==> config.mk <==
export PLATFORM = sky130hd
export DESIGN_NAME = simp_fun_arb
export DESIGN_NICKNAME = d
export VERILOG_FILES = /design/src/rtl/simp_fun_pkg.sv /design/src/rtl/rr_arbiter.sv /design/src/rtl/simp_fun_arb.sv
export SDC_FILE = /design/constraint.sdc
export NUM_CORES = 1
export LEC_CHECK = 0
export ABC_AREA = 1
export CORE_MARGIN = 4
export CORE_UTILIZATION = 40
export DETAILED_ROUTE_END_ITERATION = 6
export MAX_ROUTING_LAYER = met4
export PLACE_DENSITY = 0.78
export SLEW_MARGIN = 5
export SYNTH_ARGS = -nofsm -noshare
export SYNTH_HDL_FRONTEND = slang
export SYNTH_SLANG_ARGS = --single-unit
==> constraint.sdc <==
create_clock -name clk -period 6.97 [get_ports clk]
set_input_delay 1.0455 -clock clk [delete_from_list [all_inputs] [get_ports clk]]
set_output_delay 1.0455 -clock clk [all_outputs]
set_load 0.02 [all_outputs]
==> src/rtl/simp_fun_pkg.sv <==
// Shared definitions for the simp_fun datapath and its front-end arbiter.
package simp_fun_pkg;

  localparam int DEFAULT_WIDTH    = 16;
  localparam int SIMP_FUN_LATENCY = 2;
  localparam int MAX_REQ          = 8;
  localparam int TAG_ID_W         = $clog2(MAX_REQ);

  // One entry of the tag pipe that travels alongside an operation.
  typedef struct packed {
    logic                v;
    logic [TAG_ID_W-1:0] id;
  } tag_t;

  // Increment an index and wrap it back to zero at n.
  function automatic int wrapInc(input int idx, input int n);
    return (idx + 1 >= n) ? 0 : idx + 1;
  endfunction

endpackage

==> src/rtl/rr_arbiter.sv <==
// Combinational rotating-priority arbiter: grants the first valid requester
// found when searching upward from the pointer, wrapping modulo N.
module rr_arbiter #(
  parameter  int N  = 4,
  localparam int PW = (N > 1) ? $clog2(N) : 1
) (
  input  logic [N-1:0]  i_valid,
  input  logic [PW-1:0] i_ptr,
  output logic [N-1:0]  o_grant
);

  // Walk the requesters starting at the pointer and take the first one valid.
  always_comb begin
    automatic int   idx   = 0;
    automatic logic found = 1'b0;
    o_grant = '0;
    for (int k = 0; k < N; k++) begin
      idx = int'(i_ptr) + k;
      if (idx >= N) idx = idx - N;
      if (!found && i_valid[idx]) begin
        o_grant[idx] = 1'b1;
        found        = 1'b1;
      end
    end
  end

endmodule

==> src/rtl/simp_fun_arb.sv <==
// Round-robin front end that shares one fixed-latency simp_fun datapath among
// NUM_REQ requesters, tagging each operation with its requester ID and routing
// the registered result back to the originator.
module simp_fun_arb
  import simp_fun_pkg::*;
#(
  parameter  int WIDTH   = DEFAULT_WIDTH,
  parameter  int NUM_REQ = 4,
  parameter  int LATENCY = SIMP_FUN_LATENCY,
  localparam int ID_W    = $clog2(NUM_REQ),
  localparam int CNT_W   = $clog2(LATENCY + 2)
) (
  input  logic                     clk,
  input  logic                     rst_n,
  input  logic                     en,
  input  logic [NUM_REQ-1:0]       req_valid,
  output logic [NUM_REQ-1:0]       req_ready,
  input  logic [NUM_REQ*WIDTH-1:0] req_a,
  input  logic [NUM_REQ*WIDTH-1:0] req_b,
  output logic [WIDTH-1:0]         fun_a,
  output logic [WIDTH-1:0]         fun_b,
  input  logic [WIDTH-1:0]         fun_c,
  output logic [NUM_REQ-1:0]       resp_valid,
  output logic [WIDTH-1:0]         resp_c,
  output logic                     busy,
  output logic [CNT_W-1:0]         in_flight
);

  logic [NUM_REQ-1:0] w_reqMasked;
  logic [NUM_REQ-1:0] w_grant;
  logic [ID_W-1:0]    w_grantIdx;
  logic               w_transfer;
  logic               w_retire;
  logic [WIDTH-1:0]   w_selA;
  logic [WIDTH-1:0]   w_selB;

  logic [ID_W-1:0]    r_rrPtr;
  logic [WIDTH-1:0]   r_funA;
  logic [WIDTH-1:0]   r_funB;
  logic               r_issueV;
  logic [ID_W-1:0]    r_issueId;
  tag_t               r_tagPipe [LATENCY];
  logic [NUM_REQ-1:0] r_respValid;
  logic [WIDTH-1:0]   r_respC;
  logic [CNT_W-1:0]   r_inFlight;

  // Dropping en hides every request from the arbiter so nothing new is granted.
  assign w_reqMasked = req_valid & {NUM_REQ{en}};

  rr_arbiter #(
    .N (NUM_REQ)
  ) u_arb (
    .i_valid (w_reqMasked),
    .i_ptr   (r_rrPtr),
    .o_grant (w_grant)
  );

  // Convert the one-hot grant into the requester index used for muxing and tagging.
  always_comb begin
    w_grantIdx = '0;
    for (int i = 0; i < NUM_REQ; i++) begin
      if (w_grant[i]) w_grantIdx = ID_W'(i);
    end
  end

  assign w_transfer = |w_grant;
  assign w_retire   = r_tagPipe[LATENCY-1].v;
  assign w_selA     = req_a[w_grantIdx*WIDTH +: WIDTH];
  assign w_selB     = req_b[w_grantIdx*WIDTH +: WIDTH];

  // Round-robin pointer moves just past the requester that was served.
  always_ff @(posedge clk or negedge rst_n) begin
    if (!rst_n) begin
      r_rrPtr <= '0;
    end else if (w_transfer) begin
      r_rrPtr <= ID_W'(wrapInc(int'(w_grantIdx), NUM_REQ));
    end
  end

  // Issue register: launch the granted operands; operands hold when idle.
  always_ff @(posedge clk or negedge rst_n) begin
    if (!rst_n) begin
      r_funA    <= '0;
      r_funB    <= '0;
      r_issueV  <= 1'b0;
      r_issueId <= '0;
    end else begin
      r_issueV <= w_transfer;
      if (w_transfer) begin
        r_funA    <= w_selA;
        r_funB    <= w_selB;
        r_issueId <= w_grantIdx;
      end
    end
  end

  // Tag pipe shadows the datapath latency so the ID lines up with fun_c.
  always_ff @(posedge clk or negedge rst_n) begin
    if (!rst_n) begin
      for (int k = 0; k < LATENCY; k++) r_tagPipe[k] <= '0;
    end else begin
      r_tagPipe[0] <= '{v: r_issueV, id: TAG_ID_W'(r_issueId)};
      for (int k = 1; k < LATENCY; k++) r_tagPipe[k] <= r_tagPipe[k-1];
    end
  end

  // Response register: strobe the originator and capture the result; data holds when idle.
  always_ff @(posedge clk or negedge rst_n) begin
    if (!rst_n) begin
      r_respValid <= '0;
      r_respC     <= '0;
    end else begin
      r_respValid <= w_retire ? (NUM_REQ'(1) << r_tagPipe[LATENCY-1].id) : '0;
      if (w_retire) r_respC <= fun_c;
    end
  end

  // Outstanding-operation counter: an operation retires on the edge that raises its strobe.
  always_ff @(posedge clk or negedge rst_n) begin
    if (!rst_n) begin
      r_inFlight <= '0;
    end else begin
      case ({w_transfer, w_retire})
        2'b10:   r_inFlight <= r_inFlight + CNT_W'(1);
        2'b01:   r_inFlight <= r_inFlight - CNT_W'(1);
        default: r_inFlight <= r_inFlight;
      endcase
    end
  end

  assign req_ready  = w_grant;
  assign fun_a      = r_funA;
  assign fun_b      = r_funB;
  assign resp_valid = r_respValid;
  assign resp_c     = r_respC;
  assign in_flight  = r_inFlight;
  assign busy       = (r_inFlight != '0);

endmodule

==> impl_results.md <==
* Core ar. at 0.0109 mm2
* WS Path Type: input pin to output pin
* Largest net degree at the start of global routing at 66
* Hold EP: r_tagPipe[0]
* Die area at 0.0131 mm2
* Critical Path Start Type: input pin
* Largest family of logic cells by synthesized area: simple AND/OR/NAND/NOR gates
* DRC violations left at 0
* Fill cells at 1,035
* Peak supply drop at 0.636 mV
* Via count at 5,009
* Status: finished clean
* Resized cells post-CTS at 0
* Dpl cells at 1,083
* Routed len/inst at 13.1 um
* P per Cell Area at 605 mW/mm2
* Drt initial violations at 338
* RSZ-0062 raised after global routing: no
* CP Data Required Time at 5.92 ns
* CP max FO at 36
* Max Slew Vio Count at 0
* Antenna violations before repair at 0
* Setup_tns at 0 ns
* Mux share of post-synthesis cell area at 0
* Max Used Layer: met4
* Hold Path Depth at 0
* Post-CTS Repair Setup Buffers at 0
* Critical path arrival at 3.61 ns
* RePlAce Congestion at 0.833
* Worst hold path startpoint: r_tagPipe[4]
* Xor-xnor portion of the synthesized cell area at 0.00387
* Final hold vios at 0
* Tmin final at 4.65 ns
* Yosys cell types at 24
* Worst path cell trace: clkdlybuf4s50_1 -> nand3_1 -> nand2_1 -> nand2_1 -> nand2_1 -> inv_2 -> nor2_1 -> nand2_1 -> nand3b_1 -> buf_4 -> clkdlybuf4s50_1
* Tcrit/Tclk final at 0.667
* Post-CTS Hold Fix Bufs at 0
* Clk_lat worst skew at 0.33 ns
* Reg-to-reg endpoint: in_flight[1]
* N_diodes at 0
* Die W at 114 um
* Via/cell ratio at 4.56
* Total grt overflow at 0
* Max clock buf depth at 2
* Leakage at 3.98 nW
* Num CTS Buffers at 9
* WL met1 at 6.25 mm
* Post-route antenna net violation count at 0
* Mapped Area at 0.00452 mm2
* # clock sinks at 65
* Seq/Total Area, Yosys at 0.360
* First-pass GRT wire length at 22.9 mm
* Drt first pass iters at 5
* Synth Register Bits at 65
* Register clock-pin slew on the reported worst setup and hold paths at 0.05 ns
* Starting Density at 0.414
* Vias in the first global route at 4,825
* Slowest CP cell: clkdlybuf4s50_1
* IO Pins at 210
* CTS tree: done
* Area Growth Syn to Fin at 54.5%
* Worst reg-to-reg setup slack at 2.75 ns
* WL met3 at 847 um
* Max transition margin at 0.443
* Root buffer cell: clkbuf_16
* CP peak stage delay at 0.69 ns
* H-tree Lvls at 3
* Buffers on Ports at 209
* Slew @ Worst Pin at 0.835 ns
* FF-to-FF Start: r_rrPtr[0]
* Met2 routed WL at 7.08 mm
* Non-filler instance count after layout at 1,099
* WL final at 14.4 mm
* R2R depth at 16
* HP Class: register to register
* Max_cap viols at 0
* Layout Nets at 1,114
* Fraction of layout cells with a size suffix above 1 at 0.0365
* CP most frequent cell: nand2_1
* DPL Wire Length at 10.6 mm
* Synth warn at 0
* Mapped Cells at 762
* Worst setup EP type: output pin
* Syn_nets at 922
* Fmax at 215 MHz
* Clock skew after layout at 0.0120 ns
* Post-Synth Simple-Gate Area at 0.448
* Compound-Gate Fraction of Synth Area at 0.00553
* Adder-cell share of the synthesized area at 0.0249
* Cell Rows at 38
* Endpoints failing setup at 0
* Die height at 114 um
* Total track usage at 0.227
* Avg Cell Area, Syn at 5.93 um2
-- state kept, by name (all words and copies together) (netlist names) --
name and flops:
resp_valid 4, r_issueId 2, fun_a 16, r_rrPtr 2
resp_c 16, in_flight 2, r_issueV 1, r_tagPipe 5
fun_b 16, w_retire 1
-- metrics by stage --
step | hold WS, ns | power (mW) | cell area (um2) | setup WS [ns] | util
floorplan | 0.331 | 2.88 | 4520 | 3.62 | -
detailed placement | 0.343 | 3.71 | 6640 | 2.01 | 0.607
global route | 0.361 | 4.69 | 6990 | 2.00 | 0.639
global placement | 0.332 | 3.64 | 6640 | 2.16 | 0.607
CTS | 0.358 | 4.26 | 6990 | 2.35 | 0.639
finish | 0.354 | 4.22 | 6990 | 2.32 | 0.639
-- logic make-up after synthesis --
logic type                 Yosys count
AOI/OAI and AO/OA                    5
and+or+nand+nor                    507
adders and majority gates            9
buffers and inverters              174
xor gates and xnor gates             2
DFF                                 65
-- how the worst max path moves through the flow --
| stage | from | end | slack [ns] | cells after the start |
|---|---|---|---|---|
| floorplan | en | in_flight[1] | 3.62 | 14 |
| global placement | en | in_flight[1] | 2.16 | 15 |
| global route | en | in_flight[1] | 2.00 | 15 |
| finish | en | req_ready[1] | 2.32 | 11 |
| CTS | en | req_ready[1] | 2.35 | 11 |
| detailed placement | en | in_flight[1] | 2.01 | 15 |
-- cells in the final DEF (no fill, tap or decap), drive strengths merged --
cell type        n
clkinv           2
nand2          340
or2              1
ha               9
dfrtp           65
clkdlybuf4s50  208
bufinv           3
clkbuf          10
a21oi            2
nor2           100
nand3b           1
xnor2            2
nor3             5
o21ai            3
clkinvlp         1
nand3           59
buf              6
inv            141
nand4            1
-- critical path: cells and delay by family --
kind | cells | cell delay (ns)
buf+inv | 4 | 1.76
simple gates | 7 | 0.80
-- routing by layer --
metal  up-vias  GRT usage
met2       164      0.386
li1       2586          -
met5         -          -
met4         0     0.0530
met1      2247      0.281
met3        12     0.0418
-- area by class of cell --
cell class	count	area (um2)	share of cell area
multi-input cells	523	2180	0.313
repair buffers	214	2120	0.304
flip-flops and latches	65	1630	0.233
inverters	141	532	0.0761
clock buffers	10	229	0.0328
well taps	140	175	0.0251
clock inverters	6	115	0.0165
-- power breakdown --
part | internal (mW) | switching [mW] | leakage [nW]
registers | 0.603 | 0.132 | 0.797
clock network | 0.351 | 0.170 | 0.163
logic | 1.07 | 1.90 | 3.02
total | 2.02 | 2.20 | 3.98
-- cell usage after synthesis (all sizes together) --
library cell | instances | area, um2
clkinv | 1 | 3.75
or2 | 1 | 6.26
nor3 | 5 | 36.3
o21ai | 3 | 15.0
ha | 9 | 113
a21oi | 2 | 10.0
dfrtp | 65 | 1630
xnor2 | 2 | 17.5
inv | 140 | 528
nand2 | 340 | 1290
nand3b | 1 | 7.51
nor2 | 100 | 375
nand4 | 1 | 6.26
buf | 28 | 164
clkbuf | 5 | 18.8
nand3 | 59 | 308
Power figures use the tool's default switching activity.
